`src/rtl/dcache_ctrl_fsm.sv`:
```
// Main controller of the 4-way set-associative write-back data cache: address
// decode, hit/miss sequencing (sample, evict, refill, tag write), true-LRU ages.
module dcache_ctrl_fsm #(
  parameter int CACHE_WAY   = 4,
  parameter int ADDR_WIDTH  = 12,
  parameter int TAG_BITS    = 2,
  parameter int INDEX_BITS  = 6,
  parameter int OFFSET_BITS = 2
) (
  input  logic                     clk,
  input  logic                     nrst,
  input  logic [ADDR_WIDTH-1:0]    i_addr,
  input  logic                     i_rd,
  input  logic                     i_wr,
  input  logic                     i_hit,
  input  logic [CACHE_WAY-1:0]     i_way_accessed,
  input  logic [TAG_BITS+1:0]      i_LRU_set_tag_info,
  input  logic                     i_readymm,
  input  logic                     i_done_mm,
  output logic [TAG_BITS-1:0]      o_tag,
  output logic [INDEX_BITS-1:0]    o_index,
  output logic [OFFSET_BITS-1:0]   o_offset,
  output logic [1:0]               o_byte_offset,
  output logic                     o_modify,
  output logic                     o_wetag,
  output logic [CACHE_WAY-1:0]     o_LRU,
  output logic                     o_refill_en,
  output logic                     o_sample_data,
  output logic                     o_sample_addr,
  output logic                     o_evict_en,
  output logic [ADDR_WIDTH-5:0]    o_addr_evicted,
  output logic                     o_all_done,
  output logic                     o_stall
);

  localparam int SETS      = 1 << INDEX_BITS;
  localparam int WAY_W     = $clog2(CACHE_WAY);
  localparam int AGE_VEC_W = CACHE_WAY * WAY_W;

  typedef enum logic [2:0] {IDLE, SAMPLE, EVICT, REFILL, DONE} state_t;

  state_t                 state_q, next_state;
  logic [AGE_VEC_W-1:0]   age_q [SETS];
  logic [AGE_VEC_W-1:0]   cur_ages;
  logic                   req;
  logic                   touch_en;
  logic [WAY_W-1:0]       touch_way;
  logic [WAY_W-1:0]       hit_idx;
  logic [WAY_W-1:0]       lru_idx;

  function automatic logic [AGE_VEC_W-1:0] reset_ages();
    logic [AGE_VEC_W-1:0] a;
    a = '0;
    for (int i = 0; i < CACHE_WAY; i++) a[i*WAY_W +: WAY_W] = WAY_W'(i);
    return a;
  endfunction

  // Ages younger than the touched way grow by one; touched way becomes youngest.
  function automatic logic [AGE_VEC_W-1:0] touch(input logic [AGE_VEC_W-1:0] ages,
                                                 input logic [WAY_W-1:0]     w);
    logic [AGE_VEC_W-1:0] nxt;
    logic [WAY_W-1:0]     aw;
    aw  = ages[int'(w)*WAY_W +: WAY_W];
    nxt = ages;
    for (int i = 0; i < CACHE_WAY; i++) begin
      if (i == int'(w))
        nxt[i*WAY_W +: WAY_W] = '0;
      else if (ages[i*WAY_W +: WAY_W] < aw)
        nxt[i*WAY_W +: WAY_W] = ages[i*WAY_W +: WAY_W] + WAY_W'(1);
    end
    return nxt;
  endfunction

  function automatic logic [WAY_W-1:0] onehot_idx(input logic [CACHE_WAY-1:0] oh);
    logic [WAY_W-1:0] idx;
    idx = '0;
    for (int i = 0; i < CACHE_WAY; i++) if (oh[i]) idx = WAY_W'(i);
    return idx;
  endfunction

  assign o_tag          = i_addr[ADDR_WIDTH-1 -: TAG_BITS];
  assign o_index        = i_addr[INDEX_BITS+3:4];
  assign o_offset       = i_addr[OFFSET_BITS+1:2];
  assign o_byte_offset  = i_addr[1:0];
  assign o_addr_evicted = {i_LRU_set_tag_info[TAG_BITS-1:0], o_index};

  assign req      = i_rd | i_wr;
  assign cur_ages = age_q[o_index];
  assign hit_idx  = onehot_idx(i_way_accessed);
  assign lru_idx  = onehot_idx(o_LRU);

  always_comb begin
    o_LRU = '0;
    for (int i = 0; i < CACHE_WAY; i++)
      o_LRU[i] = (cur_ages[i*WAY_W +: WAY_W] == WAY_W'(CACHE_WAY-1));
  end

  always_ff @(posedge clk) begin
    if (nrst) begin
      for (int s = 0; s < SETS; s++) age_q[s] <= reset_ages();
    end else if (touch_en) begin
      age_q[o_index] <= touch(cur_ages, touch_way);
    end
  end

  always_ff @(posedge clk) begin
    if (nrst) state_q <= IDLE;
    else      state_q <= next_state;
  end

  // Outputs are gated by reset so a reset mid-miss silences the engines at once.
  always_comb begin
    next_state    = state_q;
    o_modify      = 1'b0;
    o_wetag       = 1'b0;
    o_refill_en   = 1'b0;
    o_sample_data = 1'b0;
    o_sample_addr = 1'b0;
    o_evict_en    = 1'b0;
    o_all_done    = 1'b0;
    o_stall       = 1'b0;
    touch_en      = 1'b0;
    touch_way     = hit_idx;
    if (!nrst) begin
      case (state_q)
        IDLE: begin
          if (req) begin
            if (i_hit) begin
              o_all_done = 1'b1;
              o_modify   = i_wr;
              touch_en   = |i_way_accessed;
            end else begin
              o_stall    = 1'b1;
              next_state = SAMPLE;
            end
          end
        end
        SAMPLE: begin
          o_stall = 1'b1;
          if (i_readymm) begin
            o_sample_addr = 1'b1;
            o_sample_data = 1'b1;
            next_state    = (i_LRU_set_tag_info[TAG_BITS+1:TAG_BITS] == 2'b11) ? EVICT : REFILL;
          end
        end
        EVICT: begin
          o_stall    = 1'b1;
          o_evict_en = 1'b1;
          next_state = REFILL;
        end
        REFILL: begin
          o_stall     = 1'b1;
          o_refill_en = 1'b1;
          if (i_done_mm) begin
            o_wetag    = 1'b1;
            touch_en   = 1'b1;
            touch_way  = lru_idx;
            next_state = DONE;
          end
        end
        DONE: begin
          o_all_done = 1'b1;
          o_modify   = i_wr;
          next_state = IDLE;
        end
        default: next_state = IDLE;
      endcase
    end
  end

endmodule

```
`config.mk`:
```
export PLATFORM = sky130hd
export DESIGN_NAME = dcache_ctrl_fsm
export DESIGN_NICKNAME = d
export VERILOG_FILES = /design/src/rtl/dcache_ctrl_fsm.sv
export SDC_FILE = /design/constraint.sdc
export NUM_CORES = 1
export LEC_CHECK = 0
export ABC_AREA = 1
export ABC_CLOCK_PERIOD_IN_PS = 6970
export CORE_ASPECT_RATIO = 1.2
export CORE_MARGIN = 1.5
export CORE_UTILIZATION = 55
export DETAILED_ROUTE_END_ITERATION = 7
export PLACE_DENSITY = 0.84
export SYNTH_ARGS = -nofsm -noshare
export SYNTH_HDL_FRONTEND = slang
export SYNTH_SLANG_ARGS = --single-unit
```
`constraint.sdc`:
```
create_clock -name clk -period 6.97 [get_ports clk]
set_clock_uncertainty 0.1 [all_clocks]
set_input_delay 2.091 -clock clk [delete_from_list [all_inputs] [get_ports clk]]
set_output_delay 2.091 -clock clk [all_outputs]
set_load 0.05 [all_outputs]
```
Yosys cells after proc, flatten, opt, wreduce, memory -nomap -nowiden
Memory sizes are Yosys's and may differ from the RTL's.
Index checks and enable logic that the tools add are counted.
{"block": "word_totals", "word_cells": 99, "memories": 1, "output_inout_bits": 32, "regBits": 3, "ram_bits": 512}
{"memory": "age_q", "words": 64, "word_bits": 8, "rd": 1, "rd_ports_with_merged_regs": 0, "write_ports": 64, "line_no": "43", "text": "logic [AGE_VEC_W-1:0] age_q [SETS];"}
{"block": "op_classes", "order_cmp": 4, "n_mux": 65, "n_eq_ne": 16, "shift": 1, "n_addsub": 4, "n_bitwise": 1, "n_reduce_logical": 6}
{"op": "$mux 2", "count": 23}
{"op": "$mux 1", "count": 31}
{"op": "$mux 3", "count": 4}
{"op": "$pmux 3 s4", "count": 1}
{"op": "$eq 2x2->1 const B", "count": 5}
{"op": "$add 2x1->2 const B", "count": 4}
{"op": "$lt 2x2->1", "count": 4}
{"op": "$mux 8", "count": 1}
{"op": "$ne 2x2->1 const B", "count": 4}
{"op": "$pmux 1 s2", "count": 4}
{"op": "$reduce_or 8->1", "count": 1}
{"op": "$shiftx 8x4->2", "count": 1}
{"op": "$eq 3x2->1 const B", "count": 2}
{"op": "$mux 6", "count": 1}
{"op": "$eq 2x2->1 const A", "count": 2}
{"op": "$reduce_and 4->1", "count": 1}
{"op": "$reduce_or 4->1", "count": 1}
{"op": "$eq 3x1->1 const B", "count": 1}
{"op": "$eq 3x3->1 const B", "count": 1}
{"op": "$logic_not 3->1", "count": 1}
{"op": "$reduce_or 3->1", "count": 1}
{"op": "$eq 1x2->1 const A", "count": 1}
{"op": "$logic_not 2->1", "count": 1}
{"op": "$or 1x1->1", "count": 1}

Longest topological paths before layout
Gate-level depths: netlist of the first run.
An unclocked memory read counts as a cell.
{"block": "depth", "ltp_word": 15, "mapped_depth": 32, "ltp_nobuf": 28}

Least setup slack after synthesis of the first run
Ideal clock, no wire load.
{"block": "synth_timing", "path_type": "input-to-output", "from": "input i_addr[6]", "to": "output o_LRU[3]", "slack_ns": 1.005, "t_arrival_ns": 3.774, "cell_stages": 11, "t_required_ns": 4.779, "path_buffers": 2, "cell_sequence": "buf_2 > inv_1 > nor2_2 > buf_2 > o211ai_1 > nand2_1 > o21ai_0 > nand2_1 > nor2_1 > nand2_2 > ha_1"}
{"block": "synth_between", "elab_chain_cells": 2}
{"element": "from (decl)", "line_no": "12", "text": "input logic [ADDR_WIDTH-1:0] i_addr,"}
{"element": "$mem_v2 64x8"}
{"element": "$eq 2x2->1", "line_no": "95", "text": "o_LRU[i] = (cur_ages[i*WAY_W +: WAY_W] == WAY_W'(CACHE_WAY-1));"}
{"element": "to (decl)", "line_no": "26", "text": "output logic [CACHE_WAY-1:0] o_LRU,"}
Every way passes these cells.

Worst setup path after layout of the first run
{"block": "layout_timing", "from": "input i_addr[4]", "to": "output o_LRU[3]"}
The elaborated chain is that of the path after synthesis.

==> out/results.ini, run 1 <==
[clock_tree]
post_cts_buffers=0
clock_tree.root_cell=sky130_fd_sc_hd__clkbuf_16
number_of_instances_resized_during_post_cts_repair=0
cts_made_buffers=48
worst_setup_hold_path_clk_slew_ns=0.07
clkSinkCount=515
cts_max_level=2
cts-root-to-sink-buffers=3
clock_latency_ns=0.58
tritoncts=done
postCtsHoldBufs=0

[floorplan]
design.die.area_sq_mm=0.0472
cell_rows=85
core_area_sq_mm=0.0451
dieWidth_um=198
io_pins=59
die_height_um=238
start_util_pct=55.9

[synth]
largest_family_of_logic_cells_by_synthesized_area=simple AND/OR/NAND/NOR gates
synth_xor_xnor_area_share_pct=0
synth-warning-count=0
syn_inst=2900
mappedNetlistNets=2931
post_synth_fa_ha_maj_area_fraction_pct=0.198
post_synth_instance_area_sq_mm=0.0252
synthesized_area_divided_by_synthesized_cell_count_sq_um=8.70
yosys_register_bits=515
synth_compound_gate_area_share_pct=2.55
yosys.area_share.simple_pct=29.9
distinct_cells_synth=34
synth-seq-area-share_pct=61.2
yosys-mux-area-fraction_pct=0

[drt]
first_pass_iters=6
average_wire_per_cell_in_the_routed_design_um=19.9
drtAntennaViolNets=0
first_iter_violations=2366
drt_drc_violations_left=0
count_of_vias_placed_by_the_detailed_router=20311
routed_via_density=5.71
wirelength_um=70900

[run]
drv.max_cap_violation_count=0

[worst_setup_path]
worst-endpoint-arrival_ns=4.44
crit_path_end_kind=output port
worst-endpoint-required_ns=4.78
crit_start=i_addr[4]
crit-reg2reg-capture=age_q[2][3]
r2r-start=age_q[60][6]
critPathSlowestCell=sky130_fd_sc_hd__o21ai_1
crit_path_max_incr_delay_ns=0.34
timing.critical_path.max_delay_family=buffers and inverters
timing.reg2reg.worst_path_depth=21
cp_cell_sequence=clkbuf_8 > inv_6 > buf_12 > o211ai_1 > nand2_1 > o21ai_1 > nand2_1 > nor2_1 > nand2_2 > ha_1 > buf_12
worstPathBufferInverterCount=4
startpoint_type=primary input
crit_path_max_fanout=32
timing.critical_path.depth=11
timing_worst_setup_path_type=primary input to output port
rrSetupSlack_ns=2.63
worst_setup_path_endpoint=o_LRU[3]

[layout]
final_common_cell=sky130_fd_sc_hd__nand2_1
layout_cells_sized_above_1_pct=7.02
final.fill_count=3520
areaGrowthSynthToFinish_pct=11.1
layout.nets=2938
final_cell_mix=sky130_fd_sc_hd__nand2_1 (1480), sky130_fd_sc_hd__edfxtp_1 (512), sky130_fd_sc_hd__nor2_1 (389), sky130_fd_sc_hd__inv_1 (137), sky130_fd_sc_hd__buf_4 (58)

[sta]
setup_tns_ns=0
layout_min_cycle_time_ns=6.63
setup_slack_ns=0.342
max-slew-margin-rel_pct=28.0
setup_viol=0
timing.final.hold_violations=0
timing_worst_slew_pin_value_ns=1.08
peak_freq_mhz=151
final_max_slew_viol_count=0
grt_setup_unrepaired=false
final_min_period_over_clock_period_pct=95.1

[power]
power_switching_mw=2.12
seqPwrFrac_pct=46.5
netSwitchingFraction_pct=28.4
vdd.ir_drop.worst_v=0.000186
p_leak_nw=11.1
p_per_area_mw_per_mm2=266
pwr-share-clk_pct=36.7
cell_internal_pwr_mw=5.34
pwr-share-comb_pct=16.7

[placement]
gp_congestion=0.998
dp_worst_setup_slack_ns=0.422
place.port_buffers=42
post-dp-hpwl_um=46100

[min_path]
holdCritPathClass=flop to flop

[global_routing]
track_usage_pct=30.6
grt_antenna_before_repair=1
global_route.overflow_total=0
grt_first_pass_wirelength_um=109000
pin_count_of_the_biggest_net_entering_global_routing=71
grt_pass1_vias=20271

[run_status]
run_status=complete, no violations

-- power by group through the flow --
stage | registers (mW) | clock network [mW] | logic (mW)
2_1_floorplan | 3.53 | 0 | 0.728
4_1_cts | 3.47 | 2.73 | 1.21
6_report | 3.47 | 2.74 | 1.25
3_3_place_gp | 3.53 | 0 | 1.18
5_1_grt | 3.48 | 2.85 | 1.30
3_5_place_dp | 3.54 | 0 | 1.20
-- cells in the mapped netlist (all sizes together) --
| master | n | share of area [%] |
|---|---|---|
| inv | 143 | 2.1 |
| o2111ai | 1 | 0.035 |
| nand4 | 3 | 0.074 |
| or2 | 19 | 0.47 |
| a311oi | 1 | 0.035 |
| nand3 | 38 | 0.77 |
| clkbuf | 29 | 0.43 |
| nor2 | 394 | 5.9 |
| ha | 4 | 0.20 |
| o21bai | 2 | 0.060 |
| edfxtp | 512 | 61 |
| o211ai | 26 | 0.79 |
| buf | 140 | 3.6 |
| nand3b | 3 | 0.089 |
| nand2 | 1490 | 22 |
| a21oi | 17 | 0.34 |
| o21ai | 59 | 1.3 |
| o22ai | 1 | 0.025 |
| dfxtp | 3 | 0.24 |
| nor3 | 15 | 0.32 |
-- layout make-up --
| type | count | area [sq um] | share of cell area, % |
|---|---|---|---|
| Tap cell | 609 | 762 | 2.72 |
| Multi-Input combinational cell | 2073 | 8240 | 29.4 |
| Antenna cell | 1 | 2.50 | 0.00893 |
| Clock buffer | 58 | 1260 | 4.50 |
| Inverter | 143 | 542 | 1.93 |
| Timing Repair Buffer | 126 | 1430 | 5.09 |
| Sequential cell | 515 | 15400 | 55.1 |
| Clock inverter | 32 | 355 | 1.27 |
-- logic make-up (layout without fill, tap and decap cells) --
| group | count (synthesis) | count (layout) |
|---|---|---|
| AND/OR/NAND/NOR | 1962 | 1962 |
| flip-flops | 515 | 515 |
| buffers and inverters | 312 | 359 |
| AO/OA/AOI/OAI | 107 | 107 |
| adder cells (fa/ha/maj) | 4 | 4 |
| other | 0 | 1 |
-- worst register-to-register path, stage by stage, from the launching register on --
cell and delay, ns:
sky130_fd_sc_hd__edfxtp_1 0.36, sky130_fd_sc_hd__or2_2 0.27, sky130_fd_sc_hd__o211ai_1 0.13, sky130_fd_sc_hd__nand2_1 0.15, sky130_fd_sc_hd__o21ai_1 0.34, sky130_fd_sc_hd__nand2_1 0.14, sky130_fd_sc_hd__nor2_1 0.17, sky130_fd_sc_hd__nand2_2 0.14
sky130_fd_sc_hd__ha_1 0.29, sky130_fd_sc_hd__a21oi_1 0.16, sky130_fd_sc_hd__nand2_1 0.06, sky130_fd_sc_hd__o21ai_0 0.21, sky130_fd_sc_hd__nor2_1 0.19, sky130_fd_sc_hd__nand3_1 0.20, sky130_fd_sc_hd__nand2_1 0.12, sky130_fd_sc_hd__nor2_1 0.20
sky130_fd_sc_hd__nand2_1 0.11, sky130_fd_sc_hd__nand2_1 0.11, sky130_fd_sc_hd__nand3b_1 0.10, sky130_fd_sc_hd__nand2_2 0.22, sky130_fd_sc_hd__buf_12 0.22, sky130_fd_sc_hd__nor2_1 0.07
-- state kept, by name (all words and copies together) (netlist names) --
signal	flops
state_q	3
age_q	512
-- how the worst min path moves through the flow --
| stage | end | slack [ns] | depth (start not counted) | from |
|---|---|---|---|---|
| 3_5_place_dp | state_q[1] | 0.50 | 2 | state_q[0] |
| 2_1_floorplan | state_q[1] | 0.44 | 2 | state_q[0] |
| 3_3_place_gp | state_q[1] | 0.47 | 2 | state_q[0] |
| 4_1_cts | state_q[1] | 0.52 | 2 | state_q[0] |
| 6_report | state_q[1] | 0.53 | 2 | state_q[0] |
| 5_1_grt | state_q[1] | 0.56 | 2 | state_q[0] |
-- stage by stage --
stage / hold WS, ns / total power [mW] / utilization (%) / instance area [sq um] / std cells
2_1_floorplan: 0.443 / 4.26 / - / 25200 / 2900
3_3_place_gp: 0.471 / 4.72 / 58.6 / 26400 / 3466
3_5_place_dp: 0.502 / 4.74 / 58.6 / 26400 / 3466
4_1_cts: 0.520 / 7.42 / 62.1 / 28000 / 3556
5_1_grt: 0.558 / 7.62 / 62.1 / 28000 / 3557
6_report: 0.531 / 7.46 / 62.1 / 28000 / 3557
-- metal layers --
metal / track usage [%] / vias up / part of all wire [%]
li1: - / 9219 / -
met1: 36.5 / 9367 / 33
met2: 51.1 / 1402 / 48
met3: 5.18 / 323 / 12
met4: 20.0 / 0 / 6.8
met5: 0 / - / 0
No activity file was read; power rests on OpenSTA's default activity.
==> inputs of run 2 (changes only) <==
--- a/config.mk
+++ b/config.mk
@@ -6,8 +6,8 @@
 export NUM_CORES = 1
 export LEC_CHECK = 0
 export ABC_AREA = 1
-export ABC_CLOCK_PERIOD_IN_PS = 6970
-export CORE_ASPECT_RATIO = 1.2
+export ABC_CLOCK_PERIOD_IN_PS = 6400
+export CORE_ASPECT_RATIO = 1.4
 export CORE_MARGIN = 1.5
 export CORE_UTILIZATION = 55
 export DETAILED_ROUTE_END_ITERATION = 7
==> constraint.sdc (replaced) <==
create_clock -name clk -period 6.4 [get_ports clk]
set_clock_uncertainty 0.1 [all_clocks]
set_input_delay 1.92 -clock clk [delete_from_list [all_inputs] [get_ports clk]]
set_output_delay 1.92 -clock clk [all_outputs]
set_load 0.05 [all_outputs]
==> run 2 against run 1 <==
Via count grew 0.20%. Critical path depth rose by 2. Cell count is 1.1% higher. First-iteration DRC count grew 10%. Largest cell class unchanged.
==> out/results.ini, run 2 (synthesized netlist as in run 1, its figures left out) <==
[layout]
reg_top3=age_q: 512 flops, state_q: 3 flops
layout_cells_sized_above_1_pct=8.34
largest-register=age_q
final_common_cell=sky130_fd_sc_hd__nand2_1
areaGrowthSynthToFinish_pct=12.4
layout.nets=2978
diodes=0
final_cell_mix=sky130_fd_sc_hd__nand2_1 (1480), sky130_fd_sc_hd__edfxtp_1 (512), sky130_fd_sc_hd__nor2_1 (389), sky130_fd_sc_hd__inv_1 (137), sky130_fd_sc_hd__buf_4 (100)
largest_register_ff_count=512

[sta]
setup_viol=0
setup_tns_ns=0
layout_min_cycle_time_ns=6.36
timing_worst_slew_pin_value_ns=0.616
final_max_slew_viol_count=0
max-slew-margin-rel_pct=58.5
grt_setup_unrepaired=false
timing.final.hold_violations=0
peak_freq_mhz=157
hold_slack_ns=0.528
final_min_period_over_clock_period_pct=99.4

[floorplan]
start_util_pct=55.9
cell_rows=92
dieWidth_um=184
design.die.area_sq_mm=0.0472
io_pins=59
die_height_um=256
core_area_sq_mm=0.0451

[global_routing]
grt_first_pass_wirelength_um=109000
pin_count_of_the_biggest_net_entering_global_routing=63
grt_antenna_before_repair=0
track_usage_pct=30.3
global_route.overflow_total=0
grt_pass1_vias=20483

[worst_setup_path]
cp_cell_sequence=clkbuf_8 > inv_6 > buf_12 > nand2_1 > nand3b_1 > nand2_1 > o21ai_0 > nand2_1 > nor2_1 > nand2_2 > ha_1 > buf_4 > buf_12
worst-endpoint-arrival_ns=4.34
crit_path_max_incr_delay_ns=0.42
r2r-start=age_q[36][4]
crit-reg2reg-capture=age_q[57][0]
rrSetupSlack_ns=2.05
timing.critical_path.max_delay_family=buffers and inverters
timing.critical_path.depth=13
timing.reg2reg.worst_path_depth=23
crit_path_end_kind=output port
timing_worst_setup_path_type=primary input to output port
critPathSlowestCell=sky130_fd_sc_hd__o21ai_0
worst_path_most_repeated_cell=sky130_fd_sc_hd__nand2_1
crit_path_max_fanout=35
worstPathBufferInverterCount=5
startpoint_type=primary input
worst-endpoint-required_ns=4.38

[drt]
drt_drc_violations_left=0
drtAntennaViolNets=0
first_pass_iters=6
wirelength_um=70100
average_wire_per_cell_in_the_routed_design_um=19.5
first_iter_violations=2612
routed_via_density=5.66
count_of_vias_placed_by_the_detailed_router=20351

[power]
p_leak_nw=11.3
vdd.ir_drop.worst_v=0.000214
p_per_area_mw_per_mm2=285

[clock_tree]
clock_latency_ns=0.58
number_of_instances_resized_during_post_cts_repair=0
tritoncts=done
postCtsHoldBufs=0
clock_tree.root_cell=sky130_fd_sc_hd__clkbuf_16
worst_setup_hold_path_clk_slew_ns=0.07
cts_made_buffers=47
cts_max_level=2
clkSinkCount=515
cts-root-to-sink-buffers=3
post_cts_buffers=0

[min_path]
holdCritPathClass=flop to flop
worstHoldPathCells=2
worst_hold_path.endpoint=state_q[1]
hold_path_startpoint=state_q[1]

[run_status]
run_status=complete, no violations

[placement]
gp_congestion=1.02
place.port_buffers=42
post-dp-hpwl_um=47200

[run]
drv.max_cap_violation_count=0

[run 2: changes by cell type in the layout (fill, tap and decap cells not counted), moves of 2 or more]
cell,change
sky130_fd_sc_hd__clkbuf_1,-5
sky130_fd_sc_hd__bufinv_16,+2
sky130_fd_sc_hd__buf_4,+42
sky130_fd_sc_hd__inv_6,-4
sky130_fd_sc_hd__clkinv_2,+5
[run 2: stage by stage]
step                      std cells  worst slack [ns]  total power [mW]  cell area [sq um]  util (%)
after detailed placement       3509            0.0718              5.11              26700      59.2
after global placement         3509            0.0424              5.08              26700      59.2
after floorplan                2900             0.777              4.64              25200         -
after global routing           3596            0.0142              8.28              28300      62.8
after CTS                      3596            0.0659              8.05              28300      62.8
final                          3596            0.0411              8.07              28300      62.8
[run 2: worst max-delay path by stage]
stage	endpoint	startpoint
6_report	o_LRU[2]	i_addr[4]
5_1_grt	o_LRU[2]	i_addr[4]
4_1_cts	o_LRU[2]	i_addr[4]
3_5_place_dp	o_LRU[2]	i_addr[4]
3_3_place_gp	o_LRU[2]	i_addr[4]
2_1_floorplan	o_LRU[3]	i_addr[6]
[run 2: report_power, final]
| group | internal, mW | switching [mW] |
|---|---|---|
| combinational | 0.332 | 0.958 |
| clock | 1.76 | 1.25 |
| sequential | 3.76 | 0.0211 |
| total | 5.85 | 2.22 |
[run 2: cell type report]
cell class / count / area, sq um
inverter: 143 / 543
clock inverter: 34 / 395
timing repair buffer: 167 / 1720
tap: 611 / 764
clock buffer: 53 / 1240
sequential: 515 / 15400
fill: 3528 / 16800
multi-input combinational: 2073 / 8240
[run 2: routing by layer]
layer | track usage [%] | routed length (um) | part of all wire [%]
met2 | 51.7 | 34400 | 49
met4 | 22.5 | 5880 | 8.4
met3 | 4.70 | 6500 | 9.3
met1 | 34.2 | 23300 | 33
met5 | 0 | 0 | 0
[run 2: tightest hold or removal path, delay by kind of cell (launching register included)]
family	cells	cell delay [ns]
compound gates	1	0.10
flops	1	0.35
simple gates	1	0.13
